## config.mk

```make
export PLATFORM = sky130hd
export DESIGN_NAME = uart_tx_fifo
export DESIGN_NICKNAME = d
export VERILOG_FILES = /design/src/rtl/uart_tx_fifo.sv
export SDC_FILE = /design/constraint.sdc
export NUM_CORES = 1
export LEC_CHECK = 0
export CAP_MARGIN = 20
export CORE_MARGIN = 4
export CORE_UTILIZATION = 41
export CTS_CLUSTER_DIAMETER = 100
export CTS_CLUSTER_SIZE = 14
export DETAILED_ROUTE_END_ITERATION = 12
export RECOVER_POWER = 100
export SYNTH_ARGS = -nofsm -noshare
export SYNTH_HDL_FRONTEND = slang
export SYNTH_SLANG_ARGS = --single-unit
```

## constraint.sdc

```tcl
create_clock -name clk -period 3.6 [get_ports clk]
set_clock_uncertainty 0.1 [all_clocks]
set_input_delay 0.72 -clock clk [delete_from_list [all_inputs] [get_ports clk]]
set_output_delay 0.72 -clock clk [all_outputs]
set_load 0.01 [all_outputs]
```

## src/rtl/uart_tx_fifo.sv

```systemverilog
`default_nettype none
// ============================================================================
// Module   : uart_tx_fifo
// Purpose  : Buffered UART transmitter. Bytes arrive over a valid/ready
//            stream into a power-of-two FIFO and are serialised onto txd
//            as start bit, 8 data bits LSB first, optional parity bit and
//            one stop bit. The bit period is a fixed integer clock divisor.
// Ports    : clk          - system clock, rising edge
//            reset_async  - asynchronous active-high reset
//            s_valid      - byte offered on s_data
//            s_ready      - FIFO can accept a byte (not full)
//            s_data[7:0]  - byte to transmit
//            txd          - serial line, idle high, registered
//            busy         - FIFO non-empty or frame in progress
//            fifo_level   - FIFO occupancy, 0..FIFO_DEPTH
// Params   : CLKS_PER_BIT (>= 2), FIFO_DEPTH (power of 2, >= 2),
//            PARITY (0 = none, 1 = odd, 2 = even)
// Revision : 1.0 - initial release
// ============================================================================
module uart_tx_fifo #(
    parameter int CLKS_PER_BIT = 868,
    parameter int FIFO_DEPTH   = 16,
    parameter int PARITY       = 0
) (
    input  logic                          clk,
    input  logic                          reset_async,
    input  logic                          s_valid,
    output logic                          s_ready,
    input  logic [7:0]                    s_data,
    output logic                          txd,
    output logic                          busy,
    output logic [$clog2(FIFO_DEPTH):0]   fifo_level
);

    localparam int                PTR_W      = $clog2(FIFO_DEPTH);
    localparam int                BAUD_W     = $clog2(CLKS_PER_BIT);
    localparam logic [BAUD_W-1:0] BAUD_LAST  = BAUD_W'(CLKS_PER_BIT - 1);
    localparam logic [PTR_W:0]    LEVEL_FULL = (PTR_W + 1)'(FIFO_DEPTH);
    localparam logic [2:0]        BIT_LAST   = 3'd7;

    typedef enum logic [2:0] {
        ST_IDLE   = 3'd0,
        ST_START  = 3'd1,
        ST_DATA   = 3'd2,
        ST_PARITY = 3'd3,
        ST_STOP   = 3'd4
    } state_t;

    // ------------------------------------------------------------------------
    // FIFO storage and bookkeeping
    // ------------------------------------------------------------------------
    logic [7:0]       r_mem [FIFO_DEPTH];
    logic [PTR_W-1:0] r_wr_ptr;
    logic [PTR_W-1:0] r_rd_ptr;
    logic [PTR_W:0]   r_level;
    logic             r_full;

    logic             w_push;
    logic             w_pop;
    logic             w_empty;
    logic [7:0]       w_head;
    logic             w_par_head;
    logic [PTR_W:0]   w_level_next;

    // ------------------------------------------------------------------------
    // Transmit state
    // ------------------------------------------------------------------------
    state_t            r_state;
    logic [BAUD_W-1:0] r_baud;
    logic [2:0]        r_bit_cnt;
    logic [7:0]        r_shift;
    logic              r_par;
    logic              r_txd;
    logic              w_baud_done;

    // s_ready comes straight from the registered full flag, so a pop in the
    // same cycle never opens the door for a write while full.
    assign s_ready    = !r_full;
    assign w_push     = s_valid && !r_full;
    assign w_empty    = (r_level == '0);
    assign w_head     = r_mem[r_rd_ptr];
    assign w_baud_done = (r_baud == BAUD_LAST);

    // Parity is fixed at pop time from the whole byte, before shifting
    // destroys it. Even parity bit = XOR of data, odd = XNOR.
    assign w_par_head = (PARITY == 2) ? (^w_head) : (~^w_head);

    // The FSM consumes the head either from IDLE or at the end of a stop
    // bit, the latter giving back-to-back frames with no idle gap.
    assign w_pop = !w_empty &&
                   ((r_state == ST_IDLE) ||
                    ((r_state == ST_STOP) && w_baud_done));

    always_comb begin
        w_level_next = r_level;
        case ({w_push, w_pop})
            2'b10:   w_level_next = r_level + 1'b1;
            2'b01:   w_level_next = r_level - 1'b1;
            default: w_level_next = r_level;
        endcase
    end

    // Storage carries no reset; contents are only visible through a valid
    // occupancy count, which is cleared.
    always_ff @(posedge clk) begin
        if (w_push) begin
            r_mem[r_wr_ptr] <= s_data;
        end
    end

    // Pointers are exactly PTR_W bits wide so they wrap modulo FIFO_DEPTH.
    always_ff @(posedge clk or posedge reset_async) begin
        if (reset_async) begin
            r_wr_ptr <= '0;
            r_rd_ptr <= '0;
            r_level  <= '0;
            r_full   <= 1'b0;
        end else begin
            if (w_push) begin
                r_wr_ptr <= r_wr_ptr + 1'b1;
            end
            if (w_pop) begin
                r_rd_ptr <= r_rd_ptr + 1'b1;
            end
            r_level <= w_level_next;
            r_full  <= (w_level_next == LEVEL_FULL);
        end
    end

    // ------------------------------------------------------------------------
    // Serialiser FSM. Every non-IDLE state lasts CLKS_PER_BIT cycles; txd
    // is loaded with the next bit value on the terminal count so the line
    // changes exactly on bit boundaries.
    // ------------------------------------------------------------------------
    always_ff @(posedge clk or posedge reset_async) begin
        if (reset_async) begin
            r_state   <= ST_IDLE;
            r_baud    <= '0;
            r_bit_cnt <= '0;
            r_shift   <= '0;
            r_par     <= 1'b0;
            r_txd     <= 1'b1;
        end else begin
            case (r_state)
                ST_IDLE: begin
                    r_txd  <= 1'b1;
                    r_baud <= '0;
                    if (!w_empty) begin
                        r_shift <= w_head;
                        r_par   <= w_par_head;
                        r_txd   <= 1'b0;
                        r_state <= ST_START;
                    end
                end

                ST_START: begin
                    if (w_baud_done) begin
                        r_baud    <= '0;
                        r_txd     <= r_shift[0];
                        r_shift   <= {1'b0, r_shift[7:1]};
                        r_bit_cnt <= '0;
                        r_state   <= ST_DATA;
                    end else begin
                        r_baud <= r_baud + 1'b1;
                    end
                end

                ST_DATA: begin
                    if (w_baud_done) begin
                        r_baud <= '0;
                        if (r_bit_cnt == BIT_LAST) begin
                            if (PARITY != 0) begin
                                r_txd   <= r_par;
                                r_state <= ST_PARITY;
                            end else begin
                                r_txd   <= 1'b1;
                                r_state <= ST_STOP;
                            end
                        end else begin
                            r_txd     <= r_shift[0];
                            r_shift   <= {1'b0, r_shift[7:1]};
                            r_bit_cnt <= r_bit_cnt + 1'b1;
                        end
                    end else begin
                        r_baud <= r_baud + 1'b1;
                    end
                end

                ST_PARITY: begin
                    if (w_baud_done) begin
                        r_baud  <= '0;
                        r_txd   <= 1'b1;
                        r_state <= ST_STOP;
                    end else begin
                        r_baud <= r_baud + 1'b1;
                    end
                end

                ST_STOP: begin
                    if (w_baud_done) begin
                        r_baud <= '0;
                        if (!w_empty) begin
                            r_shift <= w_head;
                            r_par   <= w_par_head;
                            r_txd   <= 1'b0;
                            r_state <= ST_START;
                        end else begin
                            r_txd   <= 1'b1;
                            r_state <= ST_IDLE;
                        end
                    end else begin
                        r_baud <= r_baud + 1'b1;
                    end
                end

                default: begin
                    r_baud  <= '0;
                    r_txd   <= 1'b1;
                    r_state <= ST_IDLE;
                end
            endcase
        end
    end

    assign txd        = r_txd;
    assign fifo_level = r_level;
    assign busy       = (r_state != ST_IDLE) || (r_level != '0);

endmodule
`default_nettype wire

```

==> out/qor.yml <==
timing.rr.end: "r_full"
multi_input_area_um2: 2140
antenna_found_initial: 0
root_buffer: "clkbuf_16"
die_y_um: 140
ys_top_cells_by_count: "128 x edfxtp_1, 38 x dfrtp_1, 33 x mux4_2"
ir_drop_mv: 0.388
rsz0062_at_grt: "no"
avgSynthCellArea_um2: 16.7
crit_chain: "or4_1, or3_2, clkdlybuf4s50_1"
num-nets-final: 484
syn2layout_area_growth_pct: 14.4
path_clk_slew_ns: 0.06
grt_usage: 0.145
cts_setup_buffers: 0
r2r_start: "fifo_level[0]"
grt_pass1_wl_mm: 21.6
critPathKind: "reg -> out"
cp_num_buf_inv: 1
critPathSlowestCell: "or4_1"
holdBufCountCts: 0
synth_edf_count: 128
numCtsBuffers: 17
regArea_um2: 4820
crit_required_ns: 2.78
first_pass_iters: 4
pin_count: 19
post_cts_resized: 0
synth-warning-count: 0
drtIter0Drc: 208
core_um2: 16800
synth_top_area_share: 0.541
n_fill_cell: 1448
synth_cells: 426
r2r_setup_slack_ns: 0.35
min_to: "r_baud[0]"
clock_latency_ns: 0.43
seq_area_frac_synth: 0.678
synth.cell_area_um2: 7110
min_from: "r_baud[0]"
io_buffer_count: 18
vias_per_cell: 5.33
cts_tree: "built"
worstSetupEndpointType: "primary output"
synth.most_common_cell: "edfxtp_1"
max_stage_delay_ns: 0.64
dr_total_vias: 3706
min_path_cells: 1
maxSlewViolCount: 0
htree_levels: 4
placed_area_um2: 7640
grt_pass1_vias: 3886
critical_path_depth: 3
grt_overflow: 0
reg2reg_depth: 11
slew_headroom: 0.299
core.rowCount: 47
power_density_nw_per_um2: 633
place_congestion: 0.864
max_clock_freq_mhz: 301
tightest_slew_ns: 1.05
dieArea_um2: 19500
post-route-period-util: 0.924
wl_per_cell_um: 19.1
start_util: 0.424
die_x_um: 140
fin_setup_tns_ns: 0
syn-num-nets: 447
post-synth-top-area-cell: "edfxtp_1"
clock_sinks: 167
crit_family: "simple AND/OR/NAND/NOR gates"
drive_gt1_frac: 0.206
cts_max_path_buffers: 2
drc: 0
dp_hpwl_mm: 8.76
min_period_ns: 3.33
max_cap_viol_count: 0
synth_async_sr_flop_share: 0.234
grt_max_degree: 40
setup_viol: 0
cp_max_fo: 8
ys_types: 53
synth_area_leaders: "edfxtp_1 54%, dfrtp_1 13%, mux4_2 10%"
critPathLaunchType: "register"
design_area_um2: 8130
leakagePower_nw: 2.78
status: "finished, final reports clean"
finalWirelength_mm: 13.3
worstHoldPathType: "reg -> reg"
cp.arrival_ns: 2.51
finalHoldViolCount: 0
detail-route-antenna-nets: 0
ys_dominant_reg_cell: "edfxtp_1"
diodes: 0
synth-seq-cells: 167
how the worst max path moves through the flow:
stage / start / end
floorplan: fifo_level[1] / r_full
global placement: s_valid / r_full
detailed placement: s_valid / r_full
CTS: fifo_level[0] / busy
global route: fifo_level[0] / r_full
finish: fifo_level[0] / busy
cells in the final DEF (no fill, tap or decap), drive strengths merged, types with 9 or more instances in the layout:
cell type / count
xnor2: 16
edfxtp: 128
nor3: 10
ha: 10
clkbuf: 38
nand2: 17
inv: 15
dfrtp: 38
o21ai: 9
mux4: 33
nor2: 31
dlygate4sd3: 17
mux2: 17
sequential cells by signal, summed over array words and instances (netlist names):
| register | count |
|---|---|
| r_bit_cnt | 3 |
| r_rd_ptr | 4 |
| r_mem | 128 |
| r_full | 1 |
| r_baud | 10 |
| txd | 1 |
| r_wr_ptr | 4 |
| r_state | 3 |
| fifo_level | 5 |
| r_shift | 8 |
cell type report:
type,count,area share
well taps,220,0.0338
flip-flops and latches,167,0.593
multi-input cells,225,0.263
repair buffers,42,0.0354
inverters,10,0.00461
clock inverters,13,0.0178
clock buffers,18,0.0528
metrics by stage:
| stage | hold slack (ns) | setup WS [ns] | utilization | total power, mW | std cells |
|---|---|---|---|---|---|
| finish | 0.395 | 0.273 | 0.485 | 5.15 | 695 |
| global route | 0.421 | 0.181 | 0.485 | 5.42 | 695 |
| CTS | 0.397 | 0.318 | 0.490 | 5.26 | 695 |
| detailed placement | 0.392 | 0.352 | 0.456 | 3.48 | 664 |
| global placement | 0.368 | 0.517 | 0.456 | 3.45 | 664 |
| floorplan | 0.355 | 0.712 | - | 3.14 | 426 |
kinds of logic after synthesis:
| logic type | count (synthesis) | share of synthesized area |
|---|---|---|
| XOR/XNOR | 23 | 0.0283 |
| buffers and inverters | 34 | 0.0195 |
| adder cells (fa/ha/maj) | 10 | 0.0176 |
| flip-flops | 167 | 0.678 |
| AO/OA/AOI/OAI | 45 | 0.0477 |
| multiplexers | 58 | 0.143 |
| AND/OR/NAND/NOR | 89 | 0.0660 |
per-layer routing:
layer	up-vias	wire, um	track usage	part of all wire
li1	1725	-	-	-
met4	0	130	0.0444	0.0098
met1	1896	5940	0.193	0.45
met3	12	582	0.0374	0.044
met2	73	6630	0.237	0.50
met5	-	0	0	0
report_power, final:
group          internal, mW  switching [mW]
Clock                  1.03           0.741
Sequential             2.34           0.217
Combinational         0.407           0.421
Total                  3.77            1.38
Note: power is estimated with default switching activity, not from simulation.
